--- src/rtl/elastic_pipe_reg.sv ---
// Elastic pipeline register: DEPTH valid/data stages with a combinational
// ready chain, so bubbles collapse and a full pipe can pass through one
// word per cycle. Global enable freezes everything; clr flushes synchronously;
// r resets asynchronously.

module elastic_pipe_stage #(
    parameter int                 WIDTH     = 8,
    parameter logic [WIDTH-1:0]   RESET_VAL = {WIDTH{1'b0}}
) (
    input  logic             clk,
    input  logic             r,
    input  logic             clr,
    input  logic             load,
    input  logic             v_in,
    input  logic [WIDTH-1:0] d_in,
    output logic             v,
    output logic [WIDTH-1:0] d
);

    // Load valid every time the stage advances; data only when a real word
    // arrives, so a bubble leaves the previous data in place.
    always_ff @(posedge clk or posedge r) begin
        if (r) begin
            v <= 1'b0;
            d <= RESET_VAL;
        end else if (clr) begin
            v <= 1'b0;
            d <= RESET_VAL;
        end else if (load) begin
            v <= v_in;
            if (v_in) d <= d_in;
        end
    end

endmodule

module elastic_pipe_reg #(
    parameter int                 WIDTH     = 8,
    parameter int                 DEPTH     = 2,
    parameter logic [WIDTH-1:0]   RESET_VAL = {WIDTH{1'b0}}
) (
    input  logic                       clk,
    input  logic                       r,
    input  logic                       en,
    input  logic                       clr,
    input  logic                       in_valid,
    output logic                       in_ready,
    input  logic [WIDTH-1:0]           in_data,
    output logic                       out_valid,
    input  logic                       out_ready,
    output logic [WIDTH-1:0]           out_data,
    output logic [$clog2(DEPTH+1)-1:0] count
);

    localparam int CW = $clog2(DEPTH+1);

    logic [DEPTH-1:0]            vld_pipe;
    logic [DEPTH-1:0][WIDTH-1:0] dat_pipe;
    logic [DEPTH-1:0]            stg_v_in;
    logic [DEPTH-1:0][WIDTH-1:0] stg_d_in;
    logic [DEPTH:0]              rdy;
    logic                        in_xfer;
    logic                        out_xfer;

    // Ready ripples back from the output: a stage can take a word if it is
    // empty or the stage ahead of it is also moving.
    always_comb begin
        rdy        = '0;
        rdy[DEPTH] = out_ready;
        for (int k = DEPTH-1; k >= 0; k--)
            rdy[k] = ~vld_pipe[k] | rdy[k+1];
    end

    assign in_ready  = en & ~clr & rdy[0];
    assign out_valid = en & vld_pipe[DEPTH-1];
    assign out_data  = dat_pipe[DEPTH-1];
    assign in_xfer   = in_valid & in_ready;
    assign out_xfer  = out_valid & out_ready;

    for (genvar g = 0; g < DEPTH; g++) begin : g_stage
        if (g == 0) begin : g_head
            assign stg_v_in[g] = in_valid;
            assign stg_d_in[g] = in_data;
        end else begin : g_body
            assign stg_v_in[g] = vld_pipe[g-1];
            assign stg_d_in[g] = dat_pipe[g-1];
        end

        elastic_pipe_stage #(
            .WIDTH     (WIDTH),
            .RESET_VAL (RESET_VAL)
        ) u_stage (
            .clk  (clk),
            .r    (r),
            .clr  (clr),
            .load (en & rdy[g]),
            .v_in (stg_v_in[g]),
            .d_in (stg_d_in[g]),
            .v    (vld_pipe[g]),
            .d    (dat_pipe[g])
        );
    end

    // Occupancy tracks accepted minus delivered words; both at once cancel.
    always_ff @(posedge clk or posedge r) begin
        if (r) begin
            count <= '0;
        end else if (clr) begin
            count <= '0;
        end else begin
            case ({in_xfer, out_xfer})
                2'b10:   count <= count + CW'(1);
                2'b01:   count <= count - CW'(1);
                default: count <= count;
            endcase
        end
    end

endmodule

--- config.mk ---
export PLATFORM = sky130hd
export DESIGN_NAME = elastic_pipe_reg
export DESIGN_NICKNAME = d
export VERILOG_FILES = /design/src/rtl/elastic_pipe_reg.sv
export SDC_FILE = /design/constraint.sdc
export NUM_CORES = 1
export LEC_CHECK = 0
export ABC_AREA = 1
export CORE_MARGIN = 10
export CORE_UTILIZATION = 45
export DETAILED_ROUTE_END_ITERATION = 7
export PLACE_DENSITY = 0.74
export SLEW_MARGIN = 20
export SYNTH_ARGS = -nofsm -noshare
export SYNTH_HDL_FRONTEND = slang
export SYNTH_SLANG_ARGS = --single-unit
--- constraint.sdc ---
create_clock -name clk -period 1.72 [get_ports clk]
set_input_delay 0.344 -clock clk [delete_from_list [all_inputs] [get_ports clk]]
set_output_delay 0.344 -clock clk [all_outputs]
set_load 0.01 [all_outputs]
==> summary.txt <==
first-pass GRT wire length: 3340 µm
Inst Count DP: 158
Clock Tree Buf Depth: 2
Syn. warnings: 0
Setup CP Type: flip-flop to primary output
outcome: completed
#FFs+latches synth: 20
Die Y: 67.7 µm
Synth cell types: 20
number of flops mapped to enable cells by yosys: 0
setup TNS: 0 ns
initial antenna violation count: 0
crit path max-delay cell type: clkdlybuf4s50_1
total grt overflow: 0
CTS buffer count: 3
CP arrival: 1.28 ns
final clock skew: 0.00343 ns
Final Instance Count excl. Fillers: 161
row cnt: 17
post-synth top area share: 48.9%
Synth area leaders: dfrtp_1 (49%), inv_1 (8.1%), o21ai_2 (7.7%)
Hold Slack: 0.362 ns
CP top delay family: buffers and inverters
Final Cycle Share: 94.2%
diode count: 0
Pwr Total: 915 µW
gpl congestion: 0.724
Mean Syn Cell Area: 9.39 µm²
hpwl dp: 1600 µm
DP Worst Slack: -0.259 ns
Residual DRC: 0
Final Hold Fails: 0
starting density of the core: 46.7%
Reg area: 500 µm²
IO Pins: 26
via/cell ratio: 4.66
top-count cell post-synth: inv_1
Mapped Area: 1020 µm²
Root Driver: clkbuf_4
ys flop type: dfrtp_1
area occupied by multi-input gates: 350 µm²
worst path cell trace: clkdlybuf4s50_1
CTS clk-pin slew, worst paths: 0.11 ns
Buffers on Ports: 25
# H-tree levels: 1
clock sink total: 20
post-CTS setup buffers: 0
Worst-Skew Late Latency: 0.29 ns
die span in x: 67.7 µm
min cycle time layout: 1.62 ns
maximum vdd ir drop: 0.000417 V
Die ar.: 4580 µm²
TritonRoute pass-1 iters: 4
Buf+Inv Stages, Crit Path: 1
pins over their slew limit: 0
Relative slew margins: 83.3%
CTS tree: done
Mapped Cells: 109
CP max FO: 4
f_max: 617 MHz
Min-Delay Path Class: input port to async pin
Leakage Power: 0.599 nW
crit end category: primary output
Worst-Margin Slew: 0.251 ns
Yosys top cell by area: dfrtp_1
area delta synth->final: 26.4%
vias in the first global route: 713
post-route setup slack: 0.100 ns
Iter 0 DRT Violations: 11
ys async rst share: 100%
R2R Setup Slk: 0.50 ns
core area: 2190 µm²
RSZ-0062 raised after global routing: no
NumNets Final: 149
Wirelength per Cell: 12.8 µm
Critical Path Max Stage Delay: 0.57 ns
max cap viols: 0
commonest cells in the netlist: inv_1 (22), dfrtp_1 (20), nand3_1 (12)
pwr dens: 707 nW/µm²
register area share after synthesis: 48.9%
crit start category: flip-flop
overall routed net length: 2070 µm
antenna-violating nets left: 0
fill cell count: 188
Req. time, crit path: 1.38 ns
share of cells above drive strength 1: 21.8%
syn nets: 123
GRT Total Usage: 9.42%
final setup fails: 0
largest net degree at the start of global routing: 21
vias post-DR: 751
## power breakdown
part / leakage [nW] / switching, mW / internal, mW
clock: 0.0138 / 0.138 / 0.0815
combinational: 0.317 / 0.0936 / 0.0869
sequential: 0.268 / 0.0166 / 0.498
## registers in the layout, indices dropped and copies added, names as in the netlist
signal,flops
g_stage.u_stage.d,16
count,2
g_stage.u_stage.v,2
## per-layer routing
metal	global-route usage [%]	wire length, µm	vias up
met4	3.85	12	0
met5	0	0	-
met3	2.64	94	2
met2	16.3	1080	8
li1	-	-	392
met1	10.6	881	349
## through the flow
step           instance area, µm²  util [%]
6_report                     1290      59.1
5_1_grt                      1290      59.1
4_1_cts                      1300      59.2
3_5_place_dp                 1280      58.3
3_3_place_gp                 1280      58.3
2_1_floorplan                1020         -
## tightest hold or removal path: cells and delay by family
kind / cells / cell delay [ns]
buf+inv: 3 / 0.71
## what timing repair did
| item | CTS | global route |
|---|---|---|
| hold buffers | 0 | 0 |
| endpoints found under the hold margin | 0 | 0 |
| setup endpoints to repair | 2 | 1 |
| gates resized for setup | 2 | 2 |
## cell type report
type | instances | area share, %
clock buffers | 3 | 1.74
inverters | 24 | 7.45
well taps | 28 | 2.71
multi-input cells | 55 | 27.1
repair buffers | 31 | 22.3
flip-flops and latches | 20 | 38.7
## final timing paths
| kind | startpoint | endpoint | depth (start not counted) |
|---|---|---|---|
| min in group clk | g_stage[0].u_stage.d[4]$_DFFE_PP0P_ | g_stage[0].u_stage.d[4]$_DFFE_PP0P_ | 2 |
| max reg2reg | g_stage[1].u_stage.v$_DFFE_PP0P_ | g_stage[0].u_stage.d[0]$_DFFE_PP0P_ | 6 |
| max in group asynchronous | r | g_stage[1].u_stage.d[0]$_DFFE_PP0P_ | 3 |
| max | count[0]$_DFFE_PP0P_ | count[0] | 1 |
| min reg2reg | g_stage[0].u_stage.d[4]$_DFFE_PP0P_ | g_stage[0].u_stage.d[4]$_DFFE_PP0P_ | 2 |
| min | r | g_stage[1].u_stage.d[4]$_DFFE_PP0P_ | 3 |
## cells in the final DEF (no fill, tap or decap), types with 4 or more instances in the layout
| master | instances |
|---|---|
| nand3_1 | 12 |
| o22ai_1 | 8 |
| nor2_1 | 4 |
| buf_4 | 6 |
| nand2_1 | 11 |
| o21ai_2 | 9 |
| clkdlybuf4s50_1 | 23 |
| dfrtp_1 | 20 |
| inv_1 | 22 |
## logic make-up after synthesis
family | share of synthesized area (%)
flops | 48.9
simple gates | 19.4
xor+xnor | 0.856
compound gates | 13.9
buf+inv | 16.9
(Power assumes the default switching activity.)
